==> src/rtl/stat_pkt_meter_pkg.sv <==
// Shared types for the ingress packet meter and its descriptor FIFO.
// PktDesc is also the layout consumed by the stats write controller.
package stat_pkt_meter_pkg;

  localparam int A_W            = 10;
  localparam int D_W            = 32;
  localparam int BYTES_PER_BEAT = D_W / 8;

  typedef enum logic {
    IDLE_METER = 1'b0,
    IN_PKT     = 1'b1
  } states_meter;

  typedef struct packed {
    logic [A_W-1:0] flow;
    logic [15:0]    size;
  } PktDesc;

  localparam int DESC_W = $bits(PktDesc);

endpackage

==> src/rtl/stat_desc_fifo.sv <==
// Show-ahead descriptor FIFO. The head entry sits in a register, so it only
// moves when the queue advances and holds its last value while empty.
module stat_desc_fifo
  import stat_pkt_meter_pkg::*;
#(
  parameter int DEPTH = 8
) (
  input  logic                     clk_i,
  input  logic                     rst_n_i,
  input  logic                     push_i,
  input  logic [DESC_W-1:0]        push_data_i,
  output logic                     full_o,
  input  logic                     pop_i,
  output logic                     empty_o,
  output logic [DESC_W-1:0]        head_o,
  output logic [$clog2(DEPTH):0]   level_o
);

  localparam int PTR_W = $clog2(DEPTH);
  localparam int LVL_W = PTR_W + 1;

  PktDesc             mem_q [DEPTH];
  PktDesc             head_q;
  PktDesc             push_desc;
  logic [PTR_W-1:0]   wr_ptr_q;
  logic [PTR_W-1:0]   rd_ptr_q;
  logic [PTR_W-1:0]   rd_next;
  logic [LVL_W-1:0]   level_q;
  logic               do_push;
  logic               do_pop;

  assign push_desc = PktDesc'(push_data_i);
  assign full_o    = (level_q == LVL_W'(DEPTH));
  assign empty_o   = (level_q == '0);
  assign do_pop    = pop_i & ~empty_o;
  // A push into a full queue only lands if the head leaves on the same edge.
  assign do_push   = push_i & (~full_o | do_pop);
  assign rd_next   = rd_ptr_q + 1'b1;
  assign head_o    = head_q;
  assign level_o   = level_q;

  always_ff @(posedge clk_i) begin
    if (do_push) begin
      mem_q[wr_ptr_q] <= push_desc;
    end
  end

  always_ff @(posedge clk_i or negedge rst_n_i) begin
    if (!rst_n_i) begin
      wr_ptr_q <= '0;
      rd_ptr_q <= '0;
      level_q  <= '0;
      head_q   <= '0;
    end else begin
      if (do_push) wr_ptr_q <= wr_ptr_q + 1'b1;
      if (do_pop)  rd_ptr_q <= rd_next;
      if (do_push && !do_pop)      level_q <= level_q + 1'b1;
      else if (!do_push && do_pop) level_q <= level_q - 1'b1;
      // Head follows either the incoming entry (queue empty after this edge
      // otherwise) or the next stored entry.
      if (do_push && (empty_o || (do_pop && level_q == LVL_W'(1)))) begin
        head_q <= push_desc;
      end else if (do_pop && level_q > LVL_W'(1)) begin
        head_q <= mem_q[rd_next];
      end
    end
  end

endmodule

==> src/rtl/stat_pkt_meter.sv <==
// Ingress packet meter: measures each packet's byte length from sop/eop beats
// and queues a (flow, size) descriptor for the stats write controller.
module stat_pkt_meter
  import stat_pkt_meter_pkg::*;
#(
  parameter int A_WIDTH    = A_W,
  parameter int D_WIDTH    = D_W,
  parameter int FIFO_DEPTH = 8,
  parameter int CNT_W      = 16
) (
  input  logic                          clk_i,
  input  logic                          rst_n_i,
  input  logic                          pkt_valid_i,
  input  logic                          pkt_sop_i,
  input  logic                          pkt_eop_i,
  input  logic [1:0]                    pkt_mod_i,
  input  logic [A_WIDTH-1:0]            pkt_flow_i,
  output logic                          desc_valid_o,
  input  logic                          desc_ready_i,
  output logic [A_WIDTH-1:0]            desc_flow_o,
  output logic [15:0]                   desc_size_o,
  output logic [CNT_W-1:0]              drop_cnt_o,
  output logic [CNT_W-1:0]              err_cnt_o,
  output logic [$clog2(FIFO_DEPTH):0]   fifo_level_o
);

  localparam logic [16:0] BEAT_BYTES = 17'(D_WIDTH / 8);

  function automatic logic [15:0] sat_size(input logic [16:0] a, input logic [16:0] b);
    logic [17:0] sum;
    sum = {1'b0, a} + {1'b0, b};
    return (sum > 18'h0FFFF) ? 16'hFFFF : sum[15:0];
  endfunction

  function automatic logic [CNT_W-1:0] sat_inc(input logic [CNT_W-1:0] c);
    return (&c) ? c : c + 1'b1;
  endfunction

  states_meter        state_q, state_d;
  logic [A_WIDTH-1:0] flow_q, flow_d;
  logic [16:0]        acc_q, acc_d;
  logic [16:0]        last_bytes;
  logic               push;
  logic               err;
  logic               drop;
  PktDesc             push_desc;
  PktDesc             head;
  logic               fifo_full;
  logic               fifo_empty;
  logic [CNT_W-1:0]   drop_cnt_q;
  logic [CNT_W-1:0]   err_cnt_q;

  assign last_bytes = (pkt_mod_i == 2'd0) ? BEAT_BYTES : 17'(pkt_mod_i);

  always_comb begin
    state_d   = state_q;
    flow_d    = flow_q;
    acc_d     = acc_q;
    push      = 1'b0;
    err       = 1'b0;
    push_desc = '0;
    if (pkt_valid_i) begin
      if (pkt_sop_i) begin
        // A sop while a packet is open abandons the partial packet.
        err = (state_q == IN_PKT);
        if (pkt_eop_i) begin
          push           = 1'b1;
          push_desc.flow = pkt_flow_i;
          push_desc.size = sat_size(last_bytes, 17'd0);
          state_d        = IDLE_METER;
        end else begin
          flow_d  = pkt_flow_i;
          acc_d   = BEAT_BYTES;
          state_d = IN_PKT;
        end
      end else if (state_q == IDLE_METER) begin
        err = 1'b1;
      end else if (pkt_eop_i) begin
        push           = 1'b1;
        push_desc.flow = flow_q;
        push_desc.size = sat_size(acc_q, last_bytes);
        state_d        = IDLE_METER;
      end else begin
        acc_d = {1'b0, sat_size(acc_q, BEAT_BYTES)};
      end
    end
  end

  assign drop = push & fifo_full & ~(desc_valid_o & desc_ready_i);

  always_ff @(posedge clk_i or negedge rst_n_i) begin
    if (!rst_n_i) begin
      state_q    <= IDLE_METER;
      drop_cnt_q <= '0;
      err_cnt_q  <= '0;
    end else begin
      state_q <= state_d;
      if (drop) drop_cnt_q <= sat_inc(drop_cnt_q);
      if (err)  err_cnt_q  <= sat_inc(err_cnt_q);
    end
  end

  always_ff @(posedge clk_i) begin
    flow_q <= flow_d;
    acc_q  <= acc_d;
  end

  stat_desc_fifo #(
    .DEPTH (FIFO_DEPTH)
  ) u_fifo (
    .clk_i       (clk_i),
    .rst_n_i     (rst_n_i),
    .push_i      (push),
    .push_data_i (push_desc),
    .full_o      (fifo_full),
    .pop_i       (desc_ready_i),
    .empty_o     (fifo_empty),
    .head_o      (head),
    .level_o     (fifo_level_o)
  );

  assign desc_valid_o = ~fifo_empty;
  assign desc_flow_o  = head.flow;
  assign desc_size_o  = head.size;
  assign drop_cnt_o   = drop_cnt_q;
  assign err_cnt_o    = err_cnt_q;

endmodule

==> config.mk <==
export PLATFORM = sky130hd
export DESIGN_NAME = stat_pkt_meter
export DESIGN_NICKNAME = d
export VERILOG_FILES = /design/src/rtl/stat_pkt_meter_pkg.sv /design/src/rtl/stat_desc_fifo.sv /design/src/rtl/stat_pkt_meter.sv
export SDC_FILE = /design/constraint.sdc
export NUM_CORES = 1
export LEC_CHECK = 0
export CAP_MARGIN = 10
export CORE_MARGIN = 4
export CORE_UTILIZATION = 51
export CTS_CLUSTER_SIZE = 12
export DETAILED_ROUTE_END_ITERATION = 8
export HOLD_SLACK_MARGIN = 0.03
export PLACE_DENSITY = 0.77
export SYNTH_ARGS = -nofsm -noshare
export SYNTH_HDL_FRONTEND = slang
export SYNTH_HIERARCHICAL = 1
export SYNTH_SLANG_ARGS = --single-unit
export TNS_END_PERCENT = 5
==> constraint.sdc <==
create_clock -name clk_i -period 5.17 [get_ports clk_i]
set_input_delay 0.7755 -clock clk_i [delete_from_list [all_inputs] [get_ports clk_i]]
set_output_delay 0.7755 -clock clk_i [all_outputs]
set_load 0.1 [all_outputs]
[After elaboration in Yosys (flattened, before gate mapping)]
Memories as Yosys holds them, arrays and structs flattened.
Cells that the tools add are included.
Cells by class
  multiplexer cells: 29
  eq/ne operators: 2
  $add $sub $neg: 8
  order comparisons: 4
  bitwise operators: 11
  reduce and logical (&&, ||, !) cells: 19
Operator list (count)
  two-way mux 26 bit: 7
  two-way mux 17 bit: 4
  two-way mux 16 bit: 3
  > comparator 18 x 16 -> 1 bit, second input constant: 2
  adder 16 x 1 -> 16 bit, second input constant: 2
  AND reduction 16 bit: 2
  adder 17 x 3 -> 18 bit: 1
  adder 17 x 3 -> 18 bit, second input constant: 1
  > comparator 3 x 16 -> 1 bit, second input constant: 1
  two-way mux 1 bit: 12
  two-way mux 4 bit: 2
  adder 3 x 1 -> 3 bit, second input constant: 2
  NOT 1 bit: 6
  AND reduction 3 bit: 2
  nonzero test 2 bit: 3
  logical AND 1 bit: 5
  adder 4 x 1 -> 4 bit, second input constant: 1
  AND 1 bit: 4
  equality test 4 x 1 -> 1 bit, second input constant: 1
  equality test 4 bit, second input constant: 1
  > comparator 4 x 1 -> 1 bit, second input constant: 1
  logical NOT 4 bit: 1
  AND reduction 2 bit: 2
  subtractor 4 x 1 -> 4 bit, second input constant: 1
  5 further kinds: 6
Storage, ports and cells
  bits of input ports: 18
  logic and storage cells: 84
  memory bits (writable): 208
  memories kept: 1
  bits in registers: 96
  output and inout bits: 63
Memory list
  u_fifo.mem_q: depth 8, bits a word 26, rd ports 1, clocked after Yosys merged registers in 0, wr ports 1, line stat_desc_fifo.sv:22  | PktDesc mem_q [DEPTH];

[Logic depth before layout (Yosys ltp)]
  word-level depth: 10
  depth in mapped cells: 11
  depth with buffers taken out: 9

[Cells and area by module]
The synthesis kept the hierarchy.
By module, submodules not included
  stat_desc_fifo: area an instance 10055.9 µm², cells each 636, times used 1, sequential area each 7146.9 µm²
  stat_pkt_meter: area an instance 3383.2 µm², cells each 334, times used 1, sequential area each 1606.5 µm²

[Worst setup path after synthesis]
OpenSTA, ideal clock, no wires.
  path type: register to register
  start point: register u_fifo.level_q[0], in the netlist u_fifo/level_o[0]
  end point: memory u_fifo/mem_q[0][0] (netlist bit) (enable)
  setup time: 0.442 ns
  buffers on the path: 0
  cell stages (with the launch flop): 7
  data required time: 4.728 ns
  data arrival time: 3.689 ns
  path slack: 1.040 ns
  clock period less this slack: 4.130 ns
  path through: dfrtp_1 -> inv_1 -> ha_1 -> nand3b_1 -> o21a_1 -> nand2b_1 -> nor3_1
On the way
  word-level cells in the longest chain between the ends: 7
  elaborated cells on any way between the ends: 9
  those cells by class: eq/ne (1); mux (2); bitwise (5); reduce/logical (1)
RTL lines
  start: declaration: line stat_desc_fifo.sv:28  | logic [LVL_W-1:0] level_q;
  start signal: assignment: line stat_desc_fifo.sv:57  | if (do_push && !do_pop) level_q <= level_q + 1'b1;
  start signal: assignment: line stat_desc_fifo.sv:58  | else if (!do_push && do_pop) level_q <= level_q - 1'b1;
  logical NOT 4 bit: line stat_desc_fifo.sv:34  | assign empty_o = (level_q == '0);
  NOT 1 bit: line stat_desc_fifo.sv:35  | assign do_pop = pop_i & ~empty_o;
  AND 1 bit: line stat_desc_fifo.sv:35
  OR 1 bit *: line stat_desc_fifo.sv:37  | assign do_push = push_i & (~full_o | do_pop);
  AND 1 bit *: line stat_desc_fifo.sv:37
  via u_fifo.do_push: line stat_desc_fifo.sv:29  | logic do_push;
  two-way mux 1 bit *: line stat_desc_fifo.sv:43  | if (do_push) begin
  two-way mux 1 bit (implied by the code) *: line stat_desc_fifo.sv:44  | mem_q[wr_ptr_q] <= push_desc;
  end: declaration: line stat_desc_fifo.sv:22
Mark *: on every way through the listed nets, which the timed path passes. The rest lies on a longest branch.

==> metrics <==
global route overflow 0; CP endpoint kind register; Post-DP HPWL 17.6 mm; clock insertion delay at the later pin of the skew report 0.56 ns; Main synth FF type edfxtp_1; Area growth syn-to-layout 16.2%; hold buffers post-CTS 0; Slew HR 0.230; CTS root buf clkbuf_16; # IOs 81; Post-DRT Antenna Nets 0; initial DRC count 774; setup total negative slack 0 ns; Slowest cell on crit path a311oi_1; Async SR Flop Fraction 0.228; fin crit share 0.701; largest fanout on the critical path 12; largest net degree at the start of global routing 106; vias in the first global route 8,538; Synth cell types 56; gpl congestion 0.844; CTS tree built; Yosys top cell by area edfxtp_1; cts bufs inserted 31; WL per Instance 21.7 um; final hold viol count 0; Critical Path Max Stage Delay 0.82 ns; share of the synthesized area in the top cell type 0.523; CP required 5.65 ns; row count 59; Arr. time, crit path 4.10 ns; die area 0.0290 mm^2; Slew Limit Fails 0; Starting Density 0.517; Vias/cell 6.04; Post-Syn Area 0.0134 mm^2; post-CTS resize count 0; Remaining DRCs 0; Leakage 5.80 nW; DP Area 0.0146 mm^2; final setup fails 0; PnR worst setup slack 1.55 ns; worst path cell trace clkdlybuf4s50_1 -> ha_1 -> inv_1 -> fa_1 -> maj3_2 -> or3_4 -> a311oi_1 -> and4_1 -> a221o_1; maximum VDD drop 0.000434 V; Via Count 8,462; Post-Route WL 30.4 mm; startpoint class of the critical path input pin; Clock Tree Buf Depth 3; Max-Cap Viols 0; fin crit period 3.62 ns; Synthesized Nets 1,003; All-Layer GR Usage 0.207; initial antenna violation count 0; Pre-antenna DRT Iters 5; Max Clock Skew 0.0195 ns; top cells by count, synth edfxtp_1, dfrtp_1, and3_1, mux2i_1, nor2b_1; Antenna Cells 0; Worst Hold Class in2async; pre-CTS setup slack 1.01 ns; Core Footprint 0.0260 mm^2; most common cell in the netlist edfxtp_1; Ys Warns 6; Max Freq 0.276 GHz; H-tree levels 1; layout cells sized above 1 0.0911; PD cells 602 mW/mm^2; buffers plus inverters on the worst setup path 2; die height 170 um; worst-margin pin slew 1.15 ns; final instance area 0.0156 mm^2; critical path's top delay family adder cells; critical path type in2reg; worst reg2reg setup slack 1.97 ns; Mean Syn Cell Area 13.9 um^2; register area share after synthesis 0.651; port buffer count 80; Reg clk slew, reported paths 0.06 ns; top post-synthesis cells by area edfxtp_1, dfrtp_1, mux2i_1; RSZ-0062 raised after global routing no; clock net sink count 303; outcome completed; die width 170 um; post-CTS setup buffer count 0; number of synthesized register bits 303; Nets 1,074; Synth Instances 970; first-pass GRT wire length 47.6 mm; Post-synth EDFFs 234
[layer usage]
layer,vias up,track usage,part of all wire
met1,4206,0.288,0.44
met5,-,0,0
met3,50,0.0434,0.073
li1,3896,-,-
met4,0,0.0556,0.022
met2,310,0.334,0.47
[kinds of logic after synthesis]
logic type / synth area share
flip-flops: 0.651
buffers and inverters: 0.0278
AO/OA/AOI/OAI: 0.0813
AND/OR/NAND/NOR: 0.138
XOR/XNOR: 0.0345
multiplexers: 0.0506
adder cells (fa/ha/maj): 0.0161
[final cells by class]
| class | count | area (um^2) |
|---|---|---|
| Multi-Input combinational cell | 581 | 4380 |
| Fill cell | 1987 | 10400 |
| Sequential cell | 303 | 8750 |
| Tap cell | 335 | 419 |
| Clock inverter | 4 | 47.5 |
| Inverter | 20 | 75.1 |
| Clock buffer | 53 | 940 |
| Timing Repair Buffer | 104 | 1000 |
[metrics by stage]
stage	instances	util	hold slack, ns	total power (W)
6_report	1400	0.601	0.243	0.00941
5_1_grt	1400	0.601	0.295	0.00981
4_1_cts	1400	0.601	0.256	0.00943
3_5_place_dp	1343	0.563	0.483	0.00726
3_3_place_gp	1343	0.563	0.483	0.00719
2_1_floorplan	970	-	0.480	0.00619
[registers in the layout, indices dropped and copies added, names as in the netlist]
name and flops:
flow_q 10, drop_cnt_o 16, u_fifo/rd_ptr_q 3, u_fifo/wr_ptr_q 3, err_cnt_o 16, u_fifo/level_o 4, acc_q 16, u_fifo/head_o 26
u_fifo/mem_q 208, state_q 1
[power by group]
group          total [W]  internal (W)  switching (W)  leakage (nW)
Combinational    0.00414       0.00128        0.00286          2.24
Clock            0.00215       0.00127       0.000882         0.479
Sequential       0.00311       0.00290       0.000208          3.07
Total            0.00941       0.00546        0.00395          5.80
[final timing paths]
check | to | depth (start not counted) | start
worst min-delay path | drop_cnt_o[1]$_DFFE_PN0P_ | 1 | rst_n_i
max in group asynchronous | u_fifo/rd_ptr_q[0]$_DFFE_PN0P_ | 2 | rst_n_i
worst max-delay path | u_fifo/head_o[1]$_DFFE_PN0P_ | 9 | pkt_mod_i[0]
min in group clk_i | drop_cnt_o[15]$_DFFE_PN0P_ | 1 | drop_cnt_o[15]$_DFFE_PN0P_
worst min register to register | drop_cnt_o[15]$_DFFE_PN0P_ | 1 | drop_cnt_o[15]$_DFFE_PN0P_
worst max register to register | u_fifo/head_o[1]$_DFFE_PN0P_ | 8 | acc_q[0]$_SDFFCE_PP0P_
[layout by cell type, fill, tap and decap left out, types with 10 or more instances in the layout]
cell	count
nor2_1	36
clkdlybuf4s50_1	79
buf_4	23
inv_1	19
nand4_1	13
xor2_1	23
edfxtp_1	234
nand3_1	27
nor3_1	10
a2111oi_0	52
nand2_1	23
a221o_1	26
ha_1	13
nor2b_1	53
and4_1	29
and3_1	63
mux2i_1	63
xnor2_1	28
a21oi_1	26
clkbuf_16	32
clkbuf_1	15
dfrtp_1	68
nor4_1	28
Power figures use the tool's default switching activity.
